### config.mk
export PLATFORM = sky130hd
export DESIGN_NAME = demux_lane_sched
export DESIGN_NICKNAME = d
export VERILOG_FILES = /design/src/rtl/demux_pkg.sv /design/src/rtl/demux_lane_sched_demux181.sv /design/src/rtl/demux_lane_sched.sv
export SDC_FILE = /design/constraint.sdc
export NUM_CORES = 1
export LEC_CHECK = 0
export ABC_AREA = 1
export ABC_CLOCK_PERIOD_IN_PS = 1100
export BUFFER_PORTS_ARGS = -buffer_cell sky130_fd_sc_hd__buf_2
export CAP_MARGIN = 20
export CORE_MARGIN = 3
export CORE_UTILIZATION = 30
export CTS_BUF_LIST = sky130_fd_sc_hd__clkbuf_4
export DETAILED_ROUTE_END_ITERATION = 8
export MAX_ROUTING_LAYER = met4
export PLACE_DENSITY = 0.49
export RECOVER_POWER = 100
export SLEW_MARGIN = 10
export SYNTH_ARGS = -nofsm -noshare
export SYNTH_HDL_FRONTEND = slang
export SYNTH_SLANG_ARGS = --single-unit
### constraint.sdc
create_clock -name clk -period 1.1 [get_ports clk]
set_input_delay 0.055 -clock clk [delete_from_list [all_inputs] [get_ports clk]]
set_output_delay 0.055 -clock clk [all_outputs]
set_load 0.05 [all_outputs]
### src/rtl/demux_pkg.sv
// Shared types and constants for the serial-to-parallel lane demux sequencer.
package demux_pkg;

  localparam int NB_LANE = 8;
  localparam int SEL_W   = 3;

  typedef enum logic [1:0] {
    IDLE,
    FILL,
    HOLD
  } stateT;

  localparam logic MODE_BYTE = 1'b0;
  localparam logic MODE_IQ   = 1'b1;

  localparam logic [SEL_W-1:0] LAST_SEL_BYTE = 3'd7;
  localparam logic [SEL_W-1:0] LAST_SEL_IQ   = 3'd1;

  // Final lane index for the latched mode; the word completes when this lane is written.
  function automatic logic [SEL_W-1:0] lastSel(input logic mode);
    return (mode == MODE_IQ) ? LAST_SEL_IQ : LAST_SEL_BYTE;
  endfunction

endpackage

### src/rtl/demux_lane_sched_demux181.sv
// 1:8 demultiplexer: routes inData onto the one-hot output selected by inSel.
module DEMUX181 (
  input  logic       inData,
  input  logic [2:0] inSel,
  output logic [7:0] outData
);

  always_comb begin
    outData        = '0;
    outData[inSel] = inData;
  end

endmodule

### src/rtl/demux_lane_sched.sv
// Lane select sequencer: assembles serial bits into 8-lane (byte) or 2-lane (I/Q) words
// and hands each finished word downstream over a valid/ready handshake.
module demux_lane_sched #(
  parameter int NB_LANE = 8,
  parameter int SEL_W   = 3
) (
  input  logic               clk,
  input  logic               resetn,
  input  logic               inStart,
  input  logic               inMode,
  input  logic               inData,
  input  logic               inValid,
  output logic               outReady,
  output logic [SEL_W-1:0]   outSel,
  output logic [NB_LANE-1:0] outData,
  output logic               outValid,
  input  logic               inReady,
  output logic               outBusy
);

  import demux_pkg::*;

  stateT               state, stateNext;
  logic                mode, modeNext;
  logic [SEL_W-1:0]    sel, selNext;
  logic [NB_LANE-1:0]  lanes, lanesNext;
  logic [NB_LANE-1:0]  laneWe;
  logic                valid, validNext;
  logic                accept;

  assign accept = inValid && outReady;

  // The same select that steers the external demux also produces our lane write enables.
  DEMUX181 uDemux (
    .inData (accept),
    .inSel  (sel),
    .outData(laneWe)
  );

  always_comb begin
    stateNext = state;
    modeNext  = mode;
    selNext   = sel;
    lanesNext = lanes;
    validNext = valid;

    // A restart overrides any accept or downstream transfer in the same cycle.
    if (inStart) begin
      stateNext = FILL;
      modeNext  = inMode;
      selNext   = '0;
      lanesNext = '0;
      validNext = 1'b0;
    end else begin
      case (state)
        IDLE: ;
        FILL: begin
          if (accept) begin
            for (int i = 0; i < NB_LANE; i++) begin
              if (laneWe[i]) lanesNext[i] = inData;
            end
            if (sel == lastSel(mode)) begin
              stateNext = HOLD;
              validNext = 1'b1;
            end else begin
              selNext = sel + 1'b1;
            end
          end
        end
        HOLD: begin
          if (inReady) begin
            stateNext = FILL;
            selNext   = '0;
            lanesNext = '0;
            validNext = 1'b0;
          end
        end
        default: stateNext = IDLE;
      endcase
    end
  end

  // Ready and busy are registered from the next state so no input reaches an output combinationally.
  always_ff @(posedge clk or negedge resetn) begin
    if (!resetn) begin
      state    <= IDLE;
      mode     <= MODE_BYTE;
      sel      <= '0;
      lanes    <= '0;
      valid    <= 1'b0;
      outReady <= 1'b0;
      outBusy  <= 1'b0;
    end else begin
      state    <= stateNext;
      mode     <= modeNext;
      sel      <= selNext;
      lanes    <= lanesNext;
      valid    <= validNext;
      outReady <= (stateNext == FILL);
      outBusy  <= (stateNext != IDLE);
    end
  end

  assign outSel   = sel;
  assign outData  = lanes;
  assign outValid = valid;

endmodule

Word-level counts from Yosys, hierarchy flattened. Cells that the tools add are included.

RAM bits: 0. Output and inout bits: 14. Memories kept: 0. Input port bits: 7. Register bits after elaboration: 17. Bits in read-only memories: 0. Bits in latches: 0.

Mux-type cells: 30. $add $sub $neg: 1. Div/mod/pow operators: 0. Reduce and logical (&&, ||, !) cells: 15. $mul: 0. Order comparisons: 2. Bitwise gates (word level): 1. Equality and inequality tests: 16. Shift operators: 0.

Operators with widths (count): $reduce_and A4 Y1 (10); $ne A3 B3 Y1 const B (11); $mux W8 (3); $pmux W8 S2 (1); $mux W3 (5); $mux W1 (13); $and A8 B8 Y8 (1); $mux W2 (4); $pmux W2 S3 (1); $pmux W3 S2 (1); $eq A2 B1 Y1 const B (2); $lt A3 B4 Y1 const B (1); $add A3 B1 Y3 const B (1); $demux W1 S3 (1); $eq A3 B3 Y1 (1); $ge A3 B1 Y1 const B (1); $ne A3 B2 Y1 const B (1); $reduce_bool A3 Y1 (1); $eq A2 B2 Y1 const B (1); $logic_and A1 B1 Y1 (2); $logic_not A2 Y1 (1); $pmux W1 S2 (1); $reduce_bool A2 Y1 (1).

Logic depth before layout (Yosys ltp).
Depth after elaboration: 9. Gate-level depth with buffers: 9. Depth with buffers taken out: 8.

Hierarchy. A second synthesis with hierarchy kept.

Cells, all modules: 136. Area total of the unflattened synthesis: 1002.2 sq um.

Modules (own cells, without submodules): demux_lane_sched (seq. area each 425.4 sq um, area each 938.4 sq um, cells each 119, times used 1); DEMUX181 (seq. area each 0.0 sq um, area each 63.8 sq um, cells each 17, times used 1).

Least setup slack after synthesis. No wires, ideal clock.

Kind: flip-flop to flip-flop. Start point: reg outReady. End point: reg sel[2], in the netlist outSel[2]. Path slack: -0.332 ns. Cell stages (with the launch flop): 8. Buffers on the path: 0. Arrival: 1.312 ns. Cells stage by stage: dfrtp_1 > nand2_1 > nand2_1 > nand3_1 > nand2_1 > nand2_1 > nand2_1 > nand2_1.

Longest elaborated chain between the ends: 3.

RTL lines: start: declaration (RTL line demux_lane_sched.sv:13) `output logic outReady,`; start signal: assignment (RTL line demux_lane_sched.sv:99) `outReady <= (stateNext == FILL);`; $logic_and A1 B1 Y1 (RTL line demux_lane_sched.sv:31) `assign accept = inValid && outReady;`; $ne A3 B2 Y1 (no source line); $reduce_and A4 Y1 (no source line); end signal: assignment (RTL line demux_lane_sched.sv:96) `sel <= selNext;`; end: declaration (RTL line demux_lane_sched.sv:25) `logic [SEL_W-1:0] sel, selNext;`.

No other way between the ends. A chain may end at the register's enable or synchronous reset.

Worst setup path in the final report.
Start point: reg sel[1], in the netlist outSel[1]. End point: reg sel[2], in the netlist outSel[2].

Longest elaborated chain between the ends: 5.

RTL lines: $add A3 B1 Y3 (RTL line demux_lane_sched.sv:66) `selNext = sel + 1'b1;`; $mux W3 (RTL line demux_lane_sched.sv:62) `if (sel == lastSel(mode)) begin`; $mux W3 (RTL line demux_lane_sched.sv:58) `if (accept) begin`; $pmux W3 S2 (RTL line demux_lane_sched.sv:55) `case (state)`; $mux W3 (RTL line demux_lane_sched.sv:48) `if (inStart) begin`.

Parallel ways exist; a longest one is shown, timed or not. The select of a mux whose other input is x is not followed.

==> out/results.ini <==
[run_status]
status=complete, but fails checks
violations=setup timing

[synthesis]
synthArstFlopShare=1.000
synth_ff_type=dfrtp_1
synth_common_cells=nand2_1, inv_1, dfrtp_1
ys_top_cells_by_area=dfrtp_1, nand2_1, inv_1
synth_most_common_cell=nand2_1
syn_area_um2=918.4
synth_seq_cells=17
yosys_warnings=0
yosys.area.top_type=dfrtp_1
synth_edf_count=0
synth_cells=129
syn_nets=137
yosysSeqAreaShare=0.4632
synth.distinct_cells=16
synth_top_area_share=0.4632
syn_area_per_cell_um2=7.119

[cts]
cts-htree-levels=1
cts_buffers=3
clockRootBuffer=clkbuf_4
clock-sinks=17
clk_latency_ns=0.30
path_clk_slew_ns=0.10
cts_buffer_depth=2
cts_tree=done

[pwr]
p_seq_frac=0.277
p_leak_uw=0.0008292
ir_worst_vdd_mv=1.810
switching_power_uw=1669
switching_share=0.4816
p_int_uw=1796
share_comb_of_total_power=0.617
clockPowerShare=0.106
power.density_mw_per_mm2=2234

[die]
die-area_mm2=0.003761
io_pins=21
fp.coreArea_mm2=0.002829
rows=19
initial_core_util=0.3246
die_x_um=61.33
die-height_um=61.33

[setup_path]
cp_slowest_cell=dfrtp_2
path_delay_family=flip-flops
reg2reg_slack_ns=-0.15
crit_chain=buf_6 > nand2_4 > a21oi_2 > nand4_2 > nand2_2 > nand2_1 > nand2_1
crit_path_max_fanout=6
critPathMaxStageDelay_ns=0.46
cp_data_required_time_ns=1.33
crit_type=flop to flop
r2r-end=outSel[2]
worstSetupStartpoint=outSel[1]
reg2regPathDepth=7
cp_common_cell=nand2_1
arrival_ns=1.48
worstSetupStartpointType=flop
path_depth=7
cp-end-kind=flop
timing.rr.start=outSel[1]
cp_num_buf_inv=1

[timing]
finClkSkew_ns=0.005067
finalCritPeriodShare=1.132
setup_viol=17
worst_slack_ns=-0.1455
relSlewSlack=0.7133
period_minus_slack_ns=1.245
drv_slew=0
holdWs_ns=0.02711
worst_pin_slew_ns=0.4301
rsz0062_at_grt=true
fmax_mhz=802.9
finalHoldViolations=0

[layout]
finalNetCount=185
nFillCells=257
instances_no_fill=207
n_antenna_cell=0
fin_util=0.5484
drive_gt1_frac=0.5227
synthToLayoutAreaGrowth_pct=68.94
fin_area_mm2=0.001551

[hold_path]
hp-class=input pin to flop
min_path_cells=4
min_to=state[1]
hp-start=inReady

[place]
pre_cts_slack_ns=-0.2119
dp.cells=186
place_area_mm2=0.001146
io_buffers=20
dpl.hpwl_mm=1.558
gp_congestion=0.8018

[drt]
wl_per_cell_um=11.85
ant_nets=0
drtIter0Drc=34
dr.pass1.iters=4
viasPerCell=4.594
routed_wirelength_mm=2.452
num_vias=951
drc=0

[global_routing]
grt_pass1_vias=878
grt_max_degree=18
grt-ovfl-total=0
grt_pass1_wl_mm=3.995
antenna_found_initial=0
grt_util_all_layers=0.1517

[flow_run]
drv_cap=0

[tightest hold or removal path: stages]
cell	delay [ns]
buf_2	0.08
inv_1	0.04
nand2_1	0.07
a21oi_2	0.05
[kinds of logic after synthesis]
family / share of synthesized area
compound gates: 0.07766
fa+ha+maj: 0.01362
flops: 0.4632
simple gates: 0.3420
xor+xnor: 0.009539
buf+inv: 0.09400
[layout by cell type, fill, tap and decap left out, drive strengths merged]
master	instances
nor2	15
clkbuf	16
dlygate4sd3	3
xnor2	1
nand2	48
o21ai	10
nand4	1
buf	29
ha	1
inv	20
a21oi	2
nor3	4
a21boi	1
dfrtp	17
nand3	8
[power groups by stage]
stage               clock network, uW  registers, uW  logic (uW)
floorplan                           0           1460         539
global placement                    0            944        1430
detailed placement                  0            948        1430
CTS                               381            944        1960
global route                      405            981        2320
finish                            366            960        2140
[per-stage QoR]
stage / power, uW / setup TNS [ns]
2_1_floorplan: 1998 / -1.244
3_5_place_dp: 2382 / -1.937
5_1_grt: 3701 / -2.431
6_report: 3465 / -1.065
4_1_cts: 3285 / -0.8571
3_3_place_gp: 2375 / -1.932
[worst max-delay path by stage]
| stage | endpoint | slack, ns |
|---|---|---|
| after detailed placement | outSel[2] | -0.21 |
| after global routing | outSel[2] | -0.20 |
| after CTS | outData[5] | -0.09 |
| after global placement | outData[5] | -0.21 |
| final | outSel[2] | -0.15 |
| after floorplan | outData[2] | -0.11 |
[registers in the layout, indices dropped and copies added (netlist names)]
name      count
mode          1
outBusy       1
outData       8
outReady      1
outSel        3
outValid      1
state         2
[layer usage]
metal	global-route usage	wire, um	up-vias
li1	-	-	493
met3	0.03145	70	5
met4	0.06364	42	0
met1	0.1889	1093	436
met5	-	0	-
met2	0.2387	1246	17
[area by class of cell]
type,count,area [um2],area share
Timing Repair Buffer,44,372.9,0.2403
Multi-Input combinational cell,91,601.8,0.3879
Inverter,20,77.57,0.05000
Sequential cell,17,430.4,0.2774
Clock buffer,4,30.03,0.01935
Tap cell,31,38.79,0.02500
[timing repair]
| action | 4_1_cts | 5_1_grt |
|---|---|---|
| hold endpoints to repair | 19 | 0 |
| resized for setup | 50 | 19 |
| setup buffers | 10 | 4 |
| endpoints found under the setup margin | 15 | 19 |
| pin swaps | 11 | 7 |
| hold buffers | 3 | 0 |
| cloned | 1 | 0 |
(Power assumes the default switching activity.)
